===== src/rtl/vec_strided_lsu_if.sv =====
// rtl/vec_strided_lsu_if.sv - 32-bit memory request/response port of the strided vector LSU
interface vec_strided_lsu_if;
    logic        mem_valid;
    logic        mem_ready;
    logic [31:0] mem_addr;
    logic [31:0] mem_wdata;
    logic [3:0]  mem_wstrb;
    logic [31:0] mem_rdata;

    modport master (
        output mem_valid, mem_addr, mem_wdata, mem_wstrb,
        input  mem_ready, mem_rdata
    );

    modport slave (
        input  mem_valid, mem_addr, mem_wdata, mem_wstrb,
        output mem_ready, mem_rdata
    );
endinterface


===== src/rtl/vec_strided_lsu.sv =====
// rtl/vec_strided_lsu.sv - strided vector load/store sequencer, one memory handshake per element
module vec_strided_lsu #(
    parameter int VLEN = 128,
    parameter int VLW  = 8
) (
    input  logic              clk,
    input  logic              reset,
    input  logic              start,
    input  logic              is_store,
    input  logic [31:0]       base,
    input  logic [31:0]       stride,
    input  logic [VLW-1:0]    vl,
    input  logic [1:0]        sew,
    input  logic [VLEN-1:0]   store_data,
    output logic [VLEN-1:0]   load_data,
    output logic              busy,
    output logic              done,
    output logic              error,
    vec_strided_lsu_if.master mem
);
    localparam int             OFFW   = VLW + 5;
    localparam logic [VLW-1:0] VLMAX8 = VLW'(VLEN / 8);

    typedef enum logic [2:0] {IDLE, CHECK, REQ, STEP, DONE} state_t;

    state_t          state;
    logic            is_store_q;
    logic [31:0]     addr_q;
    logic [31:0]     stride_q;
    logic [VLW-1:0]  vl_q;
    logic [1:0]      sew_q;
    logic [VLEN-1:0] store_q;
    logic [VLW-1:0]  n_q;
    logic [VLW-1:0]  idx_q;

    logic [VLW-1:0]  vlmax;
    logic [VLW-1:0]  n_eff;
    logic [VLW-1:0]  idx_nxt;
    logic [VLW-1:0]  req_idx;
    logic [31:0]     addr_nxt;
    logic [31:0]     req_addr;
    logic            req_last;
    logic            req_misaligned;
    logic [31:0]     elem_mask;
    logic [3:0]      strb_base;
    logic [31:0]     st_elem;
    logic [31:0]     rd_sh;
    logic [31:0]     ld_elem;
    logic [VLEN-1:0] ld_ins;

    // Bit position of element slot i inside the register image for a given sew.
    function automatic logic [OFFW-1:0] slot_offset(input logic [VLW-1:0] i, input logic [1:0] s);
        return ({5'b0, i} << s) << 3;
    endfunction

    // Geometry of the element about to be issued (current one in CHECK, next one in STEP)
    // so alignment is known before mem_valid is ever raised for it.
    always_comb begin
        vlmax          = VLMAX8 >> sew_q;
        n_eff          = (vl_q < vlmax) ? vl_q : vlmax;
        idx_nxt        = idx_q + VLW'(1);
        addr_nxt       = addr_q + stride_q;
        req_addr       = (state == STEP) ? addr_nxt : addr_q;
        req_idx        = (state == STEP) ? idx_nxt : idx_q;
        req_last       = (state == STEP) ? (idx_nxt == n_q) : (n_eff == '0);
        elem_mask      = 32'hffff_ffff;
        strb_base      = 4'b1111;
        req_misaligned = 1'b0;
        case (sew_q)
            2'b00: begin
                elem_mask = 32'h0000_00ff;
                strb_base = 4'b0001;
            end
            2'b01: begin
                elem_mask      = 32'h0000_ffff;
                strb_base      = 4'b0011;
                req_misaligned = req_addr[0];
            end
            2'b10:   req_misaligned = |req_addr[1:0];
            default: req_misaligned = 1'b1;
        endcase
        st_elem = 32'(store_q >> slot_offset(req_idx, sew_q)) & elem_mask;
        rd_sh   = mem.mem_rdata >> {addr_q[1:0], 3'b000};
        ld_elem = rd_sh & elem_mask;
        ld_ins  = {{(VLEN-32){1'b0}}, ld_elem} << slot_offset(idx_q, sew_q);
    end

    // Sequencer: latches the command, walks the elements, drives memory port and status.
    always_ff @(posedge clk or posedge reset) begin
        if (reset) begin
            state         <= IDLE;
            is_store_q    <= 1'b0;
            addr_q        <= '0;
            stride_q      <= '0;
            vl_q          <= '0;
            sew_q         <= '0;
            store_q       <= '0;
            n_q           <= '0;
            idx_q         <= '0;
            load_data     <= '0;
            busy          <= 1'b0;
            done          <= 1'b0;
            error         <= 1'b0;
            mem.mem_valid <= 1'b0;
            mem.mem_addr  <= '0;
            mem.mem_wdata <= '0;
            mem.mem_wstrb <= '0;
        end else begin
            case (state)
                IDLE: begin
                    if (start) begin
                        is_store_q <= is_store;
                        addr_q     <= base;
                        stride_q   <= stride;
                        vl_q       <= vl;
                        sew_q      <= sew;
                        store_q    <= store_data;
                        idx_q      <= '0;
                        load_data  <= '0;
                        busy       <= 1'b1;
                        state      <= CHECK;
                    end
                end
                CHECK, STEP: begin
                    if (state == STEP) begin
                        addr_q <= addr_nxt;
                        idx_q  <= idx_nxt;
                    end else begin
                        n_q <= n_eff;
                    end
                    if ((state == CHECK && sew_q == 2'b11) || (!req_last && req_misaligned)) begin
                        state <= DONE;
                        done  <= 1'b1;
                        error <= 1'b1;
                    end else if (req_last) begin
                        state <= DONE;
                        done  <= 1'b1;
                    end else begin
                        state         <= REQ;
                        mem.mem_valid <= 1'b1;
                        mem.mem_addr  <= {req_addr[31:2], 2'b00};
                        mem.mem_wdata <= is_store_q ? (st_elem << {req_addr[1:0], 3'b000}) : 32'h0;
                        mem.mem_wstrb <= is_store_q ? (strb_base << req_addr[1:0]) : 4'b0000;
                    end
                end
                REQ: begin
                    if (mem.mem_ready) begin
                        mem.mem_valid <= 1'b0;
                        if (!is_store_q) begin
                            load_data <= load_data | ld_ins;
                        end
                        state <= STEP;
                    end
                end
                DONE: begin
                    done  <= 1'b0;
                    error <= 1'b0;
                    busy  <= 1'b0;
                    state <= IDLE;
                end
                default: state <= IDLE;
            endcase
        end
    end
endmodule


===== src/flat_wrapper.sv =====
// flat-port wrapper written by rule: the top's interface ports become plain ports
module vec_strided_lsu_flat 
#(
    parameter int VLEN = 128,
    parameter int VLW  = 8
)
  (clk, reset, start, is_store, base, stride, vl, sew, store_data, load_data, busy, done, error, mem_mem_valid, mem_mem_addr, mem_mem_wdata, mem_mem_wstrb, mem_mem_ready, mem_mem_rdata);
  vec_strided_lsu_if mem_i ();
  input  logic clk;
  input  logic reset;
  input  logic start;
  input  logic is_store;
  input  logic [31:0] base;
  input  logic [31:0] stride;
  input  logic [VLW-1:0] vl;
  input  logic [1:0] sew;
  input  logic [VLEN-1:0] store_data;
  output logic [VLEN-1:0] load_data;
  output logic busy;
  output logic done;
  output logic error;
  output wire logic [$bits(mem_i.mem_valid)-1:0] mem_mem_valid;
  output wire logic [$bits(mem_i.mem_addr)-1:0] mem_mem_addr;
  output wire logic [$bits(mem_i.mem_wdata)-1:0] mem_mem_wdata;
  output wire logic [$bits(mem_i.mem_wstrb)-1:0] mem_mem_wstrb;
  input wire logic [$bits(mem_i.mem_ready)-1:0] mem_mem_ready;
  input wire logic [$bits(mem_i.mem_rdata)-1:0] mem_mem_rdata;
  assign mem_mem_valid = mem_i.mem_valid;
  assign mem_mem_addr = mem_i.mem_addr;
  assign mem_mem_wdata = mem_i.mem_wdata;
  assign mem_mem_wstrb = mem_i.mem_wstrb;
  assign mem_i.mem_ready = mem_mem_ready;
  assign mem_i.mem_rdata = mem_mem_rdata;
  vec_strided_lsu #(.VLEN(VLEN), .VLW(VLW)) u_core (.clk(clk), .reset(reset), .start(start), .is_store(is_store), .base(base), .stride(stride), .vl(vl), .sew(sew), .store_data(store_data), .load_data(load_data), .busy(busy), .done(done), .error(error), .mem(mem_i));
endmodule

===== config.mk =====
export PLATFORM = sky130hd
export DESIGN_NAME = vec_strided_lsu_flat
export DESIGN_NICKNAME = d
export VERILOG_FILES = /design/src/rtl/vec_strided_lsu_if.sv /design/src/rtl/vec_strided_lsu.sv /design/src/flat_wrapper.sv
export SDC_FILE = /design/constraint.sdc
export NUM_CORES = 1
export LEC_CHECK = 0
export CAP_MARGIN = 40
export CORE_ASPECT_RATIO = 1.5
export CORE_UTILIZATION = 50
export DETAILED_ROUTE_END_ITERATION = 7
export PLACE_DENSITY_LB_ADDON = 0.15
export SLEW_MARGIN = 20
export SYNTH_ARGS = -nofsm -noshare
export SYNTH_HDL_FRONTEND = slang
export SYNTH_SLANG_ARGS = --single-unit

===== constraint.sdc =====
create_clock -name clk -period 14.35 [get_ports clk]
set_input_delay 1.435 -clock clk [delete_from_list [all_inputs] [get_ports clk]]
set_output_delay 1.435 -clock clk [all_outputs]
set_load 0.05 [all_outputs]

* Word level (Yosys, flattened, before mapping)
Cells that the tools add are included.
** Operators by class
- Equality and inequality tests :: 15
- Muxes and demuxes :: 33
- Order comparisons :: 1
- Shifts and indexed selects :: 8
- $add $sub $neg :: 2
- Reduce and logical (&&, ||, !) cells :: 24
- Bitwise gates (word level) :: 6
** Operators by type and width (count)
- 128-bit two-way mux :: 3
- 128-bit case mux with 2 select lines :: 1
- 128-bit OR :: 1
- 32-bit case mux with 2 select lines :: 2
- 32-bit by 13-bit << shifter with 128-bit output :: 1
- 128-bit by 13-bit right shift with 32-bit output :: 1
- 32-bit two-way mux :: 3
- 32-bit bitwise AND :: 2
- 32-bit adder :: 1
- 32-bit by 5-bit << shifter with 32-bit output :: 1
- 32-bit by 5-bit right shift with 32-bit output :: 1
- 8-bit two-way mux :: 3
- 8-bit by 2-bit << shifter with 10-bit output :: 2
- 8-bit case mux with 2 select lines :: 1
- 2-bit AND reduction :: 7
- 3-bit two-way mux :: 4
- 2-bit != test (second input constant) :: 5
- 2-bit nonzero test :: 5
- 3-bit case mux with 3 select lines :: 1
- 8-bit by 1-bit adder with 8-bit output (second input constant) :: 1
- 8-bit == test :: 1
- 8-bit zero test :: 1
- 8-bit less-than comparator :: 1
- 1-bit two-way mux :: 8
- 22 further kinds :: 32
** Storage, ports and cells
- Register bits after elaboration :: 420
- Input bits :: 239
- Output and inout port bits :: 200

* Logic depth before layout (Yosys ltp)
- Word-level depth :: 10
- Gate-level depth with buffers :: 15
- Depth with buffers taken out :: 12

* Worst setup path before layout
No wires, ideal clock.
- Path type :: register to register
- Start :: register u_core.stride_q[0]
- End :: register u_core.mem.mem_addr[28]
- Stages on the path, launching flop included :: 13
- Arrival time :: 3.102 ns
- Setup slack :: 11.106 ns
- Buffers on the path :: 0
- Cells stage by stage :: dfrtp_1 > ha_1 > fa_1 > a21o_1 > a21oi_1 > o21bai_1 > a2111oi_2 > o211ai_1 > a41oi_2 > o21ai_1 > a311oi_1 > mux2i_1 > a31oi_1
** On the way
- Word-level cells in the longest chain between the ends :: 8
** RTL lines
- start, declared :: line vec_strided_lsu.sv:29 : logic [31:0] stride_q;
- start signal, assigned :: line vec_strided_lsu.sv:114 : stride_q <= stride;
- 32-bit adder (*) :: line vec_strided_lsu.sv:62 : addr_nxt = addr_q + stride_q;
- 32-bit two-way mux (*)
- 2-bit OR reduction :: line vec_strided_lsu.sv:79 : 2'b10: req_misaligned = |req_addr[1:0];
- 1-bit case mux with 3 select lines :: line vec_strided_lsu.sv:69 : case (sew_q)
- 1-bit logical AND :: line vec_strided_lsu.sv:131 : if ((state == CHECK && sew_q == 2'b11) || (!req_last && req_misaligned)) begin
- 1-bit logical OR :: line vec_strided_lsu.sv:131
- 1-bit inverter (no line)
- 3-bit AND reduction (no line)
- end signal, assigned :: line vec_strided_lsu.sv:141 : mem.mem_addr <= {req_addr[31:2], 2'b00};
- end, declared :: line vec_strided_lsu_if.sv:11 : output mem_valid, mem_addr, mem_wdata, mem_wstrb,
Mark *: on every way between the ends. The rest lies on a longest branch, timed or not.
A chain may end at the register's enable or synchronous reset.

* Final worst setup path
- Start :: register u_core.sew_q[1]
- End :: register u_core.mem.mem_addr[27]
** On the way
- Word-level cells in the longest chain between the ends :: 10
** RTL lines
- start, declared :: line vec_strided_lsu.sv:31 : logic [1:0] sew_q;
- start signal, assigned :: line vec_strided_lsu.sv:116 : sew_q <= sew;
- 5-bit by 2-bit right shift with 8-bit output :: line vec_strided_lsu.sv:59 : vlmax = VLMAX8 >> sew_q;
- 8-bit less-than comparator :: line vec_strided_lsu.sv:60 : n_eff = (vl_q < vlmax) ? vl_q : vlmax;
- 8-bit two-way mux :: line vec_strided_lsu.sv:60
- 8-bit zero test :: line vec_strided_lsu.sv:65 : req_last = (state == STEP) ? (idx_nxt == n_q) : (n_eff == '0);
- 1-bit two-way mux :: line vec_strided_lsu.sv:65
- 1-bit zero test :: line vec_strided_lsu.sv:131
- 1-bit logical AND :: line vec_strided_lsu.sv:131
- 1-bit logical OR :: line vec_strided_lsu.sv:131
- 1-bit inverter (no line)
- 3-bit AND reduction (no line) (*)
Marked as above.

==> results.txt <==
- Result of the run: completed
* Final nets: 3303
- Cell row count: 95
- Count of input and output buffers: 436
- Hold Violations, Final: 0
* Max clock buf depth: 3
- Ranking of synthesized cells by area: sky130_fd_sc_hd__dfrtp_1, sky130_fd_sc_hd__nand2_1, sky130_fd_sc_hd__a21oi_1
- Number of antenna violations at the first check in global routing: 5
- In this run, post-CTS repair resized a total of 0 instances.
- In the finished design, the share of the clock period the worst path needs comes to 36.9%.
- Cell breakdown of the critical path: inv_1 -> nand2_1 -> ha_1 -> or4_1 -> a21oi_1 -> a2bb2oi_1 -> nor2b_1 -> nand2_2 -> buf_4 -> nor3_1 -> a311oi_1
- Endpoint class of the critical path: flop
- Unrepaired setup endpoints after global routing: false
- For the pin with the worst max-slew slack, the measured transition is 1150 ps.
- Core ar.: 0.0448 mm2
* Total power per unit cell area: 266 mW/mm2
- Synthesized flop and latch total: 420
- Max Freq: 189 MHz
- Max IR drop VDD: 0.000155 V
* Most used flip-flop cell after synthesis: sky130_fd_sc_hd__dfrtp_1
* Number of filler instances in the final layout: 3829
- Clock tree from TritonCTS: done
* Initial DRC count: 2268
- Vias in the first global route: 21.5k
* Kind of launch point of the worst setup path: flop
- After detailed routing, the total wire length is 85300 um.
- Yosys cell types: 90
* Share of the synthesized area in the top cell type: 46.2%
* Hold Path Depth: 2
* CTS clock-pin slew for the worst setup and hold paths: 60 ps
- R2r worst-path depth: 11
- Most repeated cell in the gate-level netlist after synthesis: sky130_fd_sc_hd__nand2_1
- Once detail routing completed, the nets flagged for antenna violations numbered 0.
- Global routing usage summed across all routing layers: 36.7%
- The share of the Yosys chip area taken by registers is 46.2%.
- Final Skew: 23.6 ps
* R2R Setup Slk: 9060 ps
- Fin Setup TNS: 0 ps
* Worst Setup Path Type: flop to flop
* Number of sinks driven by the clock tree: 420
- Buffers inserted during clock tree synthesis total 41.
* Via density: 6.03
* Clock network latency to the later pin of the worst-skew pair: 570 ps
- The worst register-to-register path begins at u_core.sew_q[1].
* Cell at the slowest stage of the critical path: sky130_fd_sc_hd__dfrtp_1
- Number of max-cap violations: 0
- Counting flops with an async set or reset pin after synthesis yields a share of 100%.
* Top-level port count: 439
- Overall via count from detail_route: 22.0k
- Share of post-route cells with drive strength above 1: 5.89%
* Estimated wirelength of the detail-placed design: 61800 um
* Floorplan die height: 263 um
- Die Outline Area: 0.0463 mm2
* Post-route DRC: 0
- For this run, the detailed router's first-pass iteration total came to 6.
* Crit path DAT: 5740 ps
- Initial cell density of the core: 50.7%
- Buffers added to address setup during post-CTS repair amount to 0.
- Pin count of the biggest net entering global routing: 239
* Relative area change from synthesis to final layout: 27.8%
- Endpoint of the worst hold-timing path: u_core.mem.mem_wstrb[2]
- The synthesized netlist occupies a cell area of 0.0227 mm2.
* H-tree levels: 2
- The first global-routing pass estimated 128000 um of wire.
- Final Max Tran Viols: 0
- After global routing the overflow that remains totals 0.
* Critical path's largest stage delay: 690 ps
- Hold repair after CTS inserted 0 buffers.
- STA puts the critical path data required time at 14800 ps.
- Dividing the detail-routed wire length by the instance count gives 23.4 um.
- For this design the static power due to leakage is 13.6 nW.
* Instance count of the mapped netlist: 2678
- The commonest cells after synthesis are sky130_fd_sc_hd__nand2_1, sky130_fd_sc_hd__dfrtp_1, sky130_fd_sc_hd__nor2_1, sky130_fd_sc_hd__a21oi_1, sky130_fd_sc_hd__clkbuf_1.
- Along the worst path, the maximum fanout reaches 42.
- CTS Root Buffer Type: sky130_fd_sc_hd__clkbuf_16
- Measured along the x axis, the die boundary spans 176 um.
* Worst-case hold slack: 483 ps
- For this run, the number of Yosys warnings is 0.
- After synthesis, the mean cell area works out to 8.49 um2.
- The tightest min-delay check is of the flop to flop type.
- In this run the tightest slew margin relative to its limit is 23.2%.
- Leading area contributor after synthesis: sky130_fd_sc_hd__dfrtp_1
- Setup violations remaining at the end of the flow were counted as 0.
- The clock period could shrink to 5290 ps.
- Hold path start: u_core.mem.mem_wstrb[2]
- Counting flops with a built-in enable in the synthesized netlist gives 0.
* Reg-to-Reg End: u_core.mem.mem_addr[27]
- At the end of routability-driven placement, the weighted congestion stood at 1.02.
==> cell usage in the layout, fill, tap and decap left out, types with 6 or more instances in the layout <==
cell / n
sky130_fd_sc_hd__and3_1: 14
sky130_fd_sc_hd__inv_1: 17
sky130_fd_sc_hd__a32oi_1: 13
sky130_fd_sc_hd__clkbuf_16: 41
sky130_fd_sc_hd__a211o_1: 6
sky130_fd_sc_hd__a211oi_1: 52
sky130_fd_sc_hd__nor2_1: 250
sky130_fd_sc_hd__ha_1: 35
sky130_fd_sc_hd__nand4_1: 9
sky130_fd_sc_hd__a221o_1: 11
sky130_fd_sc_hd__buf_16: 6
sky130_fd_sc_hd__a311oi_1: 9
sky130_fd_sc_hd__dfrtp_1: 420
sky130_fd_sc_hd__o21bai_1: 8
sky130_fd_sc_hd__xnor2_1: 28
sky130_fd_sc_hd__buf_4: 27
sky130_fd_sc_hd__nor2b_1: 28
sky130_fd_sc_hd__mux2_2: 22
sky130_fd_sc_hd__clkinv_2: 6
sky130_fd_sc_hd__a22oi_1: 34
sky130_fd_sc_hd__nand3_1: 70
sky130_fd_sc_hd__xor2_1: 14
sky130_fd_sc_hd__and2_1: 15
sky130_fd_sc_hd__nor3_1: 21
sky130_fd_sc_hd__nand2_1: 769
sky130_fd_sc_hd__a21o_1: 17
sky130_fd_sc_hd__clkdlybuf4s50_1: 436
sky130_fd_sc_hd__or3_1: 7
sky130_fd_sc_hd__clkbuf_8: 10
sky130_fd_sc_hd__nand2b_1: 11
sky130_fd_sc_hd__a22o_1: 19
sky130_fd_sc_hd__o211ai_1: 15
sky130_fd_sc_hd__a21oi_1: 225
sky130_fd_sc_hd__o21ai_0: 105
sky130_fd_sc_hd__a31oi_1: 47
sky130_fd_sc_hd__o31ai_1: 9
sky130_fd_sc_hd__mux2i_1: 93
==> worst max-delay path by stage <==
stage                               start                       to  slack [ps]  cells after the start
after floorplan                     reset         u_core.addr_q[0]        1220                      1
after global placement    u_core.sew_q[1]  u_core.mem.mem_addr[27]        9280                     11
after detailed placement  u_core.sew_q[1]  u_core.mem.mem_addr[27]        9190                     11
after CTS                 u_core.sew_q[1]  u_core.mem.mem_addr[27]        9150                     11
after global routing      u_core.sew_q[1]  u_core.mem.mem_addr[27]        8780                     11
final                     u_core.sew_q[1]  u_core.mem.mem_addr[27]        9060                     11
==> sequential cells by signal, summed over array words and instances, names as in the netlist, 2 cells and up <==
signal / cells
u_core.mem.mem_addr: 30
u_core.idx_q: 8
u_core.store_q: 128
u_core.stride_q: 32
u_core.mem.mem_wdata: 32
u_core.state: 3
u_core.load_data: 128
u_core.sew_q: 2
u_core.n_q: 8
u_core.mem.mem_wstrb: 4
u_core.vl_q: 8
u_core.addr_q: 32
==> cell families after synthesis <==
logic type      synth area share [%]
other cells                   0.0165
compound gates                  17.9
simple gates                    22.4
fa+ha+maj                       2.01
buf+inv                         3.82
xor+xnor                        1.69
mux                             5.93
flops                           46.2
==> worst max-delay path, delay by kind of cell (launching register included) <==
kind / cells / cell delay (ps)
fa+ha+maj: 1 / 390
buf+inv: 2 / 1110
simple gates: 5 / 1970
compound gates: 3 / 1020
flops: 1 / 690
==> report_power, final <==
| part | leakage (nW) | internal, mW | switching, mW |
|---|---|---|---|
| Clock | 0.691 | 0.668 | 0.476 |
| Sequential | 5.42 | 1.63 | 0.528 |
| Combinational | 7.46 | 1.52 | 2.92 |
==> per-layer routing <==
layer	vias to the layer above	track usage [%]	wire, um
met1	10600	41.0	29900
met5	-	0	36
met2	1042	62.7	42400
li1	9952	-	-
met3	313	5.89	5580
met4	6	26.8	7360
==> cell type report <==
type / instances / area (um2) / share of cell area (%)
Multi-Input combinational cell: 2064 / 11400 / 39.3
Sequential cell: 420 / 10500 / 36.2
Timing Repair Buffer: 483 / 4900 / 16.9
Clock buffer: 56 / 1180 / 4.07
Tap cell: 582 / 728 / 2.51
Clock inverter: 17 / 229 / 0.788
Inverter: 18 / 75.1 / 0.258
Antenna cell: 4 / 10.0 / 0.0345
==> metrics by stage <==
| step | setup slack [ps] | cells | util, % | power, mW | area (um2) |
|---|---|---|---|---|---|
| global route | 8780 | 3642 | 64.8 | 8.16 | 29000 |
| finish | 9060 | 3644 | 64.8 | 7.74 | 29000 |
| detailed placement | 9190 | 3560 | 61.4 | 6.45 | 27500 |
| floorplan | 1220 | 2679 | - | 4.99 | 22700 |
| global placement | 9280 | 3547 | 61.0 | 6.34 | 27300 |
| CTS | 9150 | 3633 | 64.6 | 7.61 | 28900 |
Power figures use the tool's default switching activity.
